<file path="config.mk">
export PLATFORM = sky130hd
export DESIGN_NAME = mc_rtype_core
export DESIGN_NICKNAME = d
export VERILOG_FILES = /design/src/rtl/mc_rtype_pkg.sv /design/src/rtl/mc_rtype_regfile.sv /design/src/rtl/mc_rtype_core.sv
export SDC_FILE = /design/constraint.sdc
export NUM_CORES = 2
export LEC_CHECK = 0
export BUFFER_PORTS_ARGS = -buffer_cell sky130_fd_sc_hd__clkbuf_2
export CORE_UTILIZATION = 35
export DETAILED_ROUTE_END_ITERATION = 16
export GPL_ROUTABILITY_DRIVEN = 0
export GPL_TIMING_DRIVEN = 0
export PLACE_DENSITY = 0.56
export SLEW_MARGIN = 10
export SYNTH_ARGS = -nofsm -noshare
export SYNTH_HDL_FRONTEND = slang
export SYNTH_SLANG_ARGS = --single-unit
</file>
<file path="constraint.sdc">
create_clock -name clk -period 50.5 [get_ports clk]
set_input_delay 10.1 -clock clk [delete_from_list [all_inputs] [get_ports clk]]
set_output_delay 10.1 -clock clk [all_outputs]
set_load 0.01 [all_outputs]
</file>
<file path="src/rtl/mc_rtype_pkg.sv">
// Shared types and constants for the multi-cycle R-type core.
// Covers the FSM states, the R-type funct codes and the ALU operation decode.
package mc_rtype_pkg;

  typedef enum logic [2:0] {
    IDLE,
    FETCH,
    WAIT,
    DECODE,
    EXEC,
    WB
  } state_t;

  localparam logic [5:0] OP_RTYPE = 6'h00;
  localparam logic [5:0] FN_ADD   = 6'h20;
  localparam logic [5:0] FN_SUB   = 6'h22;
  localparam logic [5:0] FN_AND   = 6'h24;
  localparam logic [5:0] FN_OR    = 6'h25;
  localparam logic [5:0] FN_SLT   = 6'h2A;

  typedef enum logic [2:0] {
    ALU_ADD,
    ALU_SUB,
    ALU_AND,
    ALU_OR,
    ALU_SLT,
    ALU_NONE
  } alu_op_t;

  // ALU_NONE marks every encoding the core does not implement.
  function automatic alu_op_t decode_op(input logic [5:0] opcode, input logic [5:0] funct);
    decode_op = ALU_NONE;
    if (opcode == OP_RTYPE) begin
      case (funct)
        FN_ADD:  decode_op = ALU_ADD;
        FN_SUB:  decode_op = ALU_SUB;
        FN_AND:  decode_op = ALU_AND;
        FN_OR:   decode_op = ALU_OR;
        FN_SLT:  decode_op = ALU_SLT;
        default: decode_op = ALU_NONE;
      endcase
    end
  endfunction

endpackage

</file>
<file path="src/rtl/mc_rtype_regfile.sv">
// XLEN x NREG register file: two asynchronous read ports, one synchronous write port.
// Register 0 is never written and always reads as zero.
module mc_rtype_regfile #(
  parameter int XLEN = 32,
  parameter int NREG = 32,
  localparam int AW  = $clog2(NREG)
) (
  input  logic            clk,
  input  logic            rst,
  input  logic [AW-1:0]   ra1,
  input  logic [AW-1:0]   ra2,
  output logic [XLEN-1:0] rd1,
  output logic [XLEN-1:0] rd2,
  input  logic            we,
  input  logic [AW-1:0]   wa,
  input  logic [XLEN-1:0] wd
);

  logic [XLEN-1:0] regs [NREG];

  always_ff @(posedge clk or posedge rst) begin
    if (rst) begin
      for (int i = 0; i < NREG; i++) begin
        regs[i] <= '0;
      end
    end else if (we && (wa != '0)) begin
      regs[wa] <= wd;
    end
  end

  assign rd1 = (ra1 == '0) ? '0 : regs[ra1];
  assign rd2 = (ra2 == '0) ? '0 : regs[ra2];

endmodule

</file>
<file path="src/rtl/mc_rtype_core.sv">
// Multi-cycle R-type core: FETCH/WAIT/DECODE/EXEC/WB sequencing around a register file.
// Write-back, illegal and pc updates are registered, so they appear the cycle after WB.
module mc_rtype_core
  import mc_rtype_pkg::*;
#(
  parameter int          XLEN    = 32,
  parameter int          NREG    = 32,
  parameter int          IMEM_AW = 8,
  parameter int unsigned PC_STEP = 4
) (
  input  logic               clk,
  input  logic               rst,
  input  logic               run,
  output logic               imem_req,
  output logic [IMEM_AW-1:0] imem_addr,
  input  logic               imem_valid,
  input  logic [31:0]        imem_rdata,
  input  logic               dbg_we,
  input  logic [4:0]         dbg_addr,
  input  logic [XLEN-1:0]    dbg_wdata,
  output logic               wb_valid,
  output logic [4:0]         wb_addr,
  output logic [XLEN-1:0]    wb_data,
  output logic               illegal,
  output logic [31:0]        pc,
  output logic               busy
);

  localparam int          AW     = $clog2(NREG);
  localparam logic [31:0] PC_INC = 32'(PC_STEP);

  state_t          state, state_next;
  logic [31:0]     ir;
  logic [XLEN-1:0] a, b, alu_q, alu_res;
  logic [XLEN-1:0] rd1, rd2;
  alu_op_t         alu_op;
  logic            legal;
  logic [AW-1:0]   rd_idx;
  logic            wb_commit, dbg_commit;
  logic            rf_we;
  logic [AW-1:0]   rf_wa;
  logic [XLEN-1:0] rf_wd;
  logic            unused_shamt;

  always_ff @(posedge clk or posedge rst) begin
    if (rst) state <= IDLE;
    else     state <= state_next;
  end

  // run is only looked at in IDLE and WB, so an instruction in flight always completes.
  always_comb begin
    state_next = state;
    case (state)
      IDLE:    if (run) state_next = FETCH;
      FETCH:   state_next = WAIT;
      WAIT:    if (imem_valid) state_next = DECODE;
      DECODE:  state_next = EXEC;
      EXEC:    state_next = WB;
      WB:      state_next = run ? FETCH : IDLE;
      default: state_next = IDLE;
    endcase
  end

  always_comb begin
    imem_req = (state == FETCH);
    busy     = (state != IDLE);
  end

  assign imem_addr    = pc[IMEM_AW+1:2];
  assign alu_op       = decode_op(ir[31:26], ir[5:0]);
  assign legal        = (alu_op != ALU_NONE);
  assign rd_idx       = ir[11 +: AW];
  assign unused_shamt = ^ir[10:6];

  always_comb begin
    alu_res = '0;
    case (alu_op)
      ALU_ADD: alu_res = a + b;
      ALU_SUB: alu_res = a - b;
      ALU_AND: alu_res = a & b;
      ALU_OR:  alu_res = a | b;
      ALU_SLT: alu_res = {{(XLEN-1){1'b0}}, ($signed(a) < $signed(b))};
      default: alu_res = '0;
    endcase
  end

  // The debug port and write-back share the single write port; they never overlap in time.
  assign wb_commit  = (state == WB) && legal && (rd_idx != '0);
  assign dbg_commit = (state == IDLE) && dbg_we;
  assign rf_we      = wb_commit || dbg_commit;
  assign rf_wa      = (state == IDLE) ? dbg_addr[AW-1:0] : rd_idx;
  assign rf_wd      = (state == IDLE) ? dbg_wdata : alu_q;

  mc_rtype_regfile #(
    .XLEN (XLEN),
    .NREG (NREG)
  ) u_regfile (
    .clk (clk),
    .rst (rst),
    .ra1 (ir[21 +: AW]),
    .ra2 (ir[16 +: AW]),
    .rd1 (rd1),
    .rd2 (rd2),
    .we  (rf_we),
    .wa  (rf_wa),
    .wd  (rf_wd)
  );

  always_ff @(posedge clk or posedge rst) begin
    if (rst) begin
      ir    <= '0;
      a     <= '0;
      b     <= '0;
      alu_q <= '0;
    end else begin
      if ((state == WAIT) && imem_valid) ir <= imem_rdata;
      if (state == DECODE) begin
        a <= rd1;
        b <= rd2;
      end
      if (state == EXEC) alu_q <= alu_res;
    end
  end

  always_ff @(posedge clk or posedge rst) begin
    if (rst) begin
      pc       <= '0;
      wb_valid <= 1'b0;
      wb_addr  <= '0;
      wb_data  <= '0;
      illegal  <= 1'b0;
    end else begin
      wb_valid <= wb_commit;
      illegal  <= (state == WB) && !legal;
      if (wb_commit) begin
        wb_addr <= ir[15:11];
        wb_data <= alu_q;
      end
      if (state == WB) pc <= pc + PC_INC;
    end
  end

endmodule

</file>
Word level (Yosys, flattened, before mapping)

Cells that the tools add are included.

Shifts and indexed selects: 0
Divide/modulo/power cells: 0
Add/subtract/negate cells: 3
Muxes and demuxes: 20
Reduce and logical (&&, ||, !) cells: 18
Bitwise logic cells: 5
Multiply operators: 0
Eq/ne operators: 17
Magnitude comparators: 5

Operators with widths:

| operator                                                  | number |
|---|---|
| bitwise mux 1024 bit                                      | 1 |
| binary-select mux 32 bit (select 5 bit)                   | 2 |
| two-way mux 32 bit                                        | 8 |
| demux 32 bit (select 5 bit)                               | 1 |
| case mux 32 bit (5 select lines)                          | 1 |
| adder 32 x 3 -> 32 bit (second input constant)            | 1 |
| adder 32 bit                                              | 1 |
| bitwise AND 32 bit                                        | 1 |
| < comparator 32 bit                                       | 1 |
| bitwise OR 32 bit                                         | 1 |
| subtractor 32 bit                                         | 1 |
| equality test 6 bit (second input constant)               | 5 |
| greater-or-equal comparator 6 bit (second input constant) | 3 |
| inverter 5 -> 6 bit                                       | 3 |
| case mux 3 bit (6 select lines)                           | 1 |
| case mux 3 bit (5 select lines)                           | 1 |
| equality test 3 x 2 -> 1 bit (second input constant)      | 4 |
| logical NOT 5 bit                                         | 2 |
| nonzero test 5 bit                                        | 2 |
| equality test 3 bit (second input constant)               | 3 |
| two-way mux 3 bit                                         | 3 |
| logical AND 1 bit                                         | 7 |
| equality test 3 x 1 -> 1 bit (second input constant)      | 2 |
| logical NOT 3 bit                                         | 2 |
| 10 further kinds                                          | 11 |

Output and inout port bits: 81
Bits in read-only memories: 0
Bits in writable memories: 0
Register bits after elaboration: 1,226
Bits in latches: 0
Logic and storage cells: 110
Input port bits: 74
Memories kept: 0

Logic depth before layout (Yosys ltp)

Depth after elaboration: 8
Gate-level depth with buffers: 14
Depth with buffers taken out: 12

Cells and area by module

From an unflattened synthesis, not the netlist that was laid out.

Cells, all modules: 4,993
Area total of the unflattened synthesis: 67,203.2 µm²

By module, submodules not included:

| module           | instances | area an instance (µm²) | cells an instance | seq. area each (µm²) |
|---|---|---|---|---|
| mc_rtype_regfile | 1         | 54,603.6               | 3,733             | 25,624.6 |
| mc_rtype_core    | 1         | 12,599.6               | 1,260             | 4,879.7 |

Least setup slack after synthesis

Ideal clock, no wire load.

Path kind: input port to flip-flop
From: input dbg_addr[0]
To: register u_regfile.regs[423] (netlist name)
Required time: 50.367 ns
Stages: 7
Path buffers: 2
Setup time: 0.133 ns
Data arrival time: 12.299 ns
Setup slack: 38.068 ns
Cell sequence: mux2i_1 > o21a_1 > clkbuf_1 > nand3_1 > clkbuf_1 > nand2_1 > o21ai_0

Word-level cells in the longest chain between the ends: 7

Ends and longest elaborated chain:

| item                                                                                                          | line                   | text |
|---|---|---|
| from (decl)                                                                                                   | mc_rtype_core.sv:19    | `input logic [4:0] dbg_addr,` |
| two-way mux 5 bit *                                                                                           | mc_rtype_core.sv:91    | `assign rf_wa = (state == IDLE) ? dbg_addr[AW-1:0] : rd_idx;` |
| inverter 5 -> 6 bit (not written as such)                                                                     | mc_rtype_regfile.sv:27 | `regs[wa] <= wd;` |
| greater-or-equal comparator 6 bit (not written as such) / < comparator 6 x 1 -> 1 bit (equally long branches) | mc_rtype_regfile.sv:27 |  |
| logical AND 1 bit (not written as such)                                                                       | mc_rtype_regfile.sv:27 |  |
| two-way mux 32 bit (not written as such)                                                                      | mc_rtype_regfile.sv:27 |  |
| demux 32 bit (select 5 bit)                                                                                   | mc_rtype_regfile.sv:27 |  |
| bitwise mux 1024 bit                                                                                          | mc_rtype_regfile.sv:27 |  |
| to (signal, indexed assignment)                                                                               | mc_rtype_regfile.sv:27 |  |
| to (decl)                                                                                                     | mc_rtype_regfile.sv:19 | `logic [XLEN-1:0] regs [NREG];` |

Mark *: on every way between the ends. The rest lies on a longest branch, timed or not.
A chain may end at the register's enable or synchronous reset.

Final worst setup path

From: input dbg_addr[0]
To: register u_regfile.regs[831] (netlist name)

The elaborated chain is that of the path after synthesis.

==> impl_metrics.py <==
metrics = {
    "sta": {
        "maxSlewViolCount": 11,
        "min_period_over_period_pct": 25.9,
        "slew_headroom_pct": -3.24,
        "hold_violations": 0,
        "min_period_ns": 13.07,
        "setup_violations": 0,
        "skew_ns": 0.0494,
        "tns_ns": 0,
        "worst_slew_pin_slew_ns": 1.55,
        "rsz0062_at_grt": "no",
        "fmax_mhz": 76.5,
        "worst_slack_ns": 37.43,
    },
    "pwr": {
        "p_sw_share_pct": 46.5,
        "power_frac_seq_pct": 29.7,
        "leakage_nw": 31.4,
        "power_frac_comb_pct": 50.1,
        "ir_drop_mv": 0.0457,
        "power.internal_mw": 2.83,
        "p_switching_mw": 2.46,
        "clockPowerShare_pct": 20.2,
        "p_per_area_nw_per_um2": 71.8,
    },
    "final_layout": {
        "fill_cells": 17900,
        "regArea_sq_um": 30500,
        "final_nets": 6327,
        "layout-drive-gt1-share_pct": 19.3,
        "utilization_pct": 40.2,
        "multi_input_area_sq_um": 31300,
        "syn2layout_area_growth_pct": 14.3,
    },
    "routing": {
        "drt_pass1_iterations": 8,
        "vias_per_cell": 6.19,
        "drtAntennaViolNets": 0,
        "vias": 54000,
        "finalWirelength_mm": 285,
        "drt_iter0_drc": 7478,
        "drc": 0,
        "wl_per_cell_um": 32.6,
    },
    "yosys": {
        "syn_area_sq_um": 64500,
        "synth_mux_area_share_pct": 22.9,
        "synth_compound_area_share_pct": 13.9,
        "synth_fa_ha_area_share_pct": 2.22,
        "yosys.area_share.xor_xnor_pct": 0.775,
        "ys_seq_area_share_pct": 47.3,
        "yosys-top-cells-area": "dfrtp_1, mux4_2, a21oi_1",
        "ys.warnings.count": 0,
        "synthSimpleGateAreaFrac_pct": 8.71,
        "ys_ff_latch": 1219,
        "yosysMostFrequentCell": "dfrtp_1",
        "synth_top_area_share_pct": 47.3,
        "synthDistinctLibCells": 73,
        "synth_top_family_by_area": "multiplexers",
        "synth-edff-count": 0,
        "yosysTopAreaCell": "dfrtp_1",
        "synth_cells": 5830,
        "syn_avg_cell_area_sq_um": 11.1,
        "synthFlopType": "dfrtp_1",
        "ys_async_sr_fraction_pct": 100,
        "synth_common_cells": "dfrtp_1, nand2_1, a21oi_1",
    },
    "die": {
        "core_area_sq_um": 183000,
        "dieWidth_um": 431,
        "initial_core_util_pct": 35.2,
        "num_rows": 157,
        "die_y_um": 431,
        "pin_count": 155,
        "die_area_sq_um": 186000,
    },
    "grt": {
        "track_usage_pct": 30.2,
        "grt_max_degree": 117,
        "grt_pass1_vias": 52100,
        "grt_pass1_wl_mm": 396,
        "grt_overflow": 0,
        "antenna_found_initial": 10,
    },
    "place": {
        "post-dp-hpwl_mm": 217,
        "portBuffers": 147,
        "post-place-ws_ns": 36.93,
    },
    "critical_path": {
        "critPathRequiredTime_ns": 51.14,
        "cp.arrival_ns": 13.71,
        "start_kind": "input pin",
        "worstPathCellList": "clkbuf_2 > mux2i_4 > o21a_1 > clkbuf_1 > nand3_1 > clkbuf_1 > nand2_1 > o21ai_0",
        "end_kind": "register",
        "crit_slowest_cell": "nand3_1",
        "path_class": "in -> reg",
        "worst_path_most_repeated_cell": "clkbuf_1",
        "cpPeakStageDelay_ns": 0.89,
        "crit_fanout": 10,
    },
    "clock_network": {
        "clk_latency_ns": 0.83,
        "ctsResizeCount": 0,
        "htree_levels": 4,
        "cts_inserted_buffers": 139,
        "post_cts_buffers": 0,
        "clock-sinks": 1219,
        "cts_hold_buf": 0,
        "clk_pin_slew_ns": 0.06,
        "root_buffer": "clkbuf_16",
        "cts_tree": "done",
        "clockBufferDepth": 3,
    },
    "outcome": {
        "status": "finished with violations",
        "violations": "capacitance limit, slew limit",
    },
    "run": {
        "drv_cap": 1,
    },
    "hold_path": {
        "hold_class": "reg -> reg",
    },
}
## kinds of logic after synthesis
| family | count (synthesis) |
|---|---|
| buf+inv | 685 |
| flops | 1219 |
| other cells | 1 |
| simple gates | 1381 |
| xor+xnor | 57 |
| fa+ha+maj | 113 |
| compound gates | 1550 |
| mux | 824 |
## critical path: cells and delay by family
family                 cells  cell delay (ns)
buffers and inverters      3             1.39
multiplexers               1             0.74
AND/OR/NAND/NOR            2             1.11
AO/OA/AOI/OAI              2             0.34
## placed cells by master, fill, tap and decap left out, drive strengths merged, types with 13 or more instances in the layout
cell type  count
o22ai         91
nor3          42
xnor2         50
dfrtp       1219
ha           111
o31ai         15
o32ai         21
a21oi        629
clkbuf       798
o21ai        574
a22o          16
o211ai        13
mux4         510
nor2         592
clkinv        28
mux2         106
mux2i        208
diode         13
o221ai        38
nor2b         13
nand3         35
a221oi        50
buf          161
a211oi        17
nor4          14
nand2        604
inv          104
## state kept, by name, summed over array words and instances (netlist names)
name / cells
u_regfile.regs: 1024
a: 32
alu_q: 32
b: 32
wb_data: 32
pc: 30
ir: 27
wb_addr: 5
state: 3
illegal: 1
wb_valid: 1
## layer usage
metal	routed length (um)	GRT usage, %	up-vias
met5	90	0	-
met4	22600	20.3	14
met3	35000	10.5	900
met2	123000	44.3	3673
met1	104000	37.5	27600
li1	-	-	21800
## final cells by class
cell class / instances / area share [%]
multi-input cells: 3927 / 42.4
flip-flops and latches: 1219 / 41.4
clock buffers: 205 / 5.56
well taps: 2464 / 4.18
plain buffers: 586 / 3.31
repair buffers: 168 / 1.69
clock inverters: 44 / 0.852
inverters: 99 / 0.514
diodes: 13 / 0.0441
## worst paths after layout
kind / startpoint / end / slack, ns / depth (start not counted)
setup / recovery: dbg_addr[0] / u_regfile.regs[831] / 37.43 / 8
max in group asynchronous: rst / u_regfile.regs[740] / 38.80 / 6
min in group asynchronous: rst / pc[28] / 9.34 / 2
setup reg to reg: ir[21] / a[24] / 43.92 / 11
hold reg to reg: pc[31] / pc[31] / 0.48 / 1
hold / removal: pc[31] / pc[31] / 0.48 / 1
## through the flow
stage,instance area [sq um],hold WS (ns),power [mW],instances
3_5_place_dp,68900,0.466,4.08,8460
3_3_place_gp,68300,0.454,4.02,8442
4_1_cts,73600,0.480,5.14,8709
2_1_floorplan,64500,0.441,3.00,5831
5_1_grt,73700,0.491,5.41,8712
6_report,73700,0.477,5.29,8725
## power groups by stage
| stage | Sequential, mW | Clock, mW | Combinational (mW) |
|---|---|---|---|
| 2_1_floorplan | 1.49 | 0 | 1.51 |
| 3_3_place_gp | 1.55 | 0 | 2.47 |
| 3_5_place_dp | 1.57 | 0 | 2.51 |
| 4_1_cts | 1.56 | 1.07 | 2.52 |
| 5_1_grt | 1.61 | 1.11 | 2.70 |
| 6_report | 1.57 | 1.07 | 2.65 |
No activity file was read; power rests on OpenSTA's default activity.
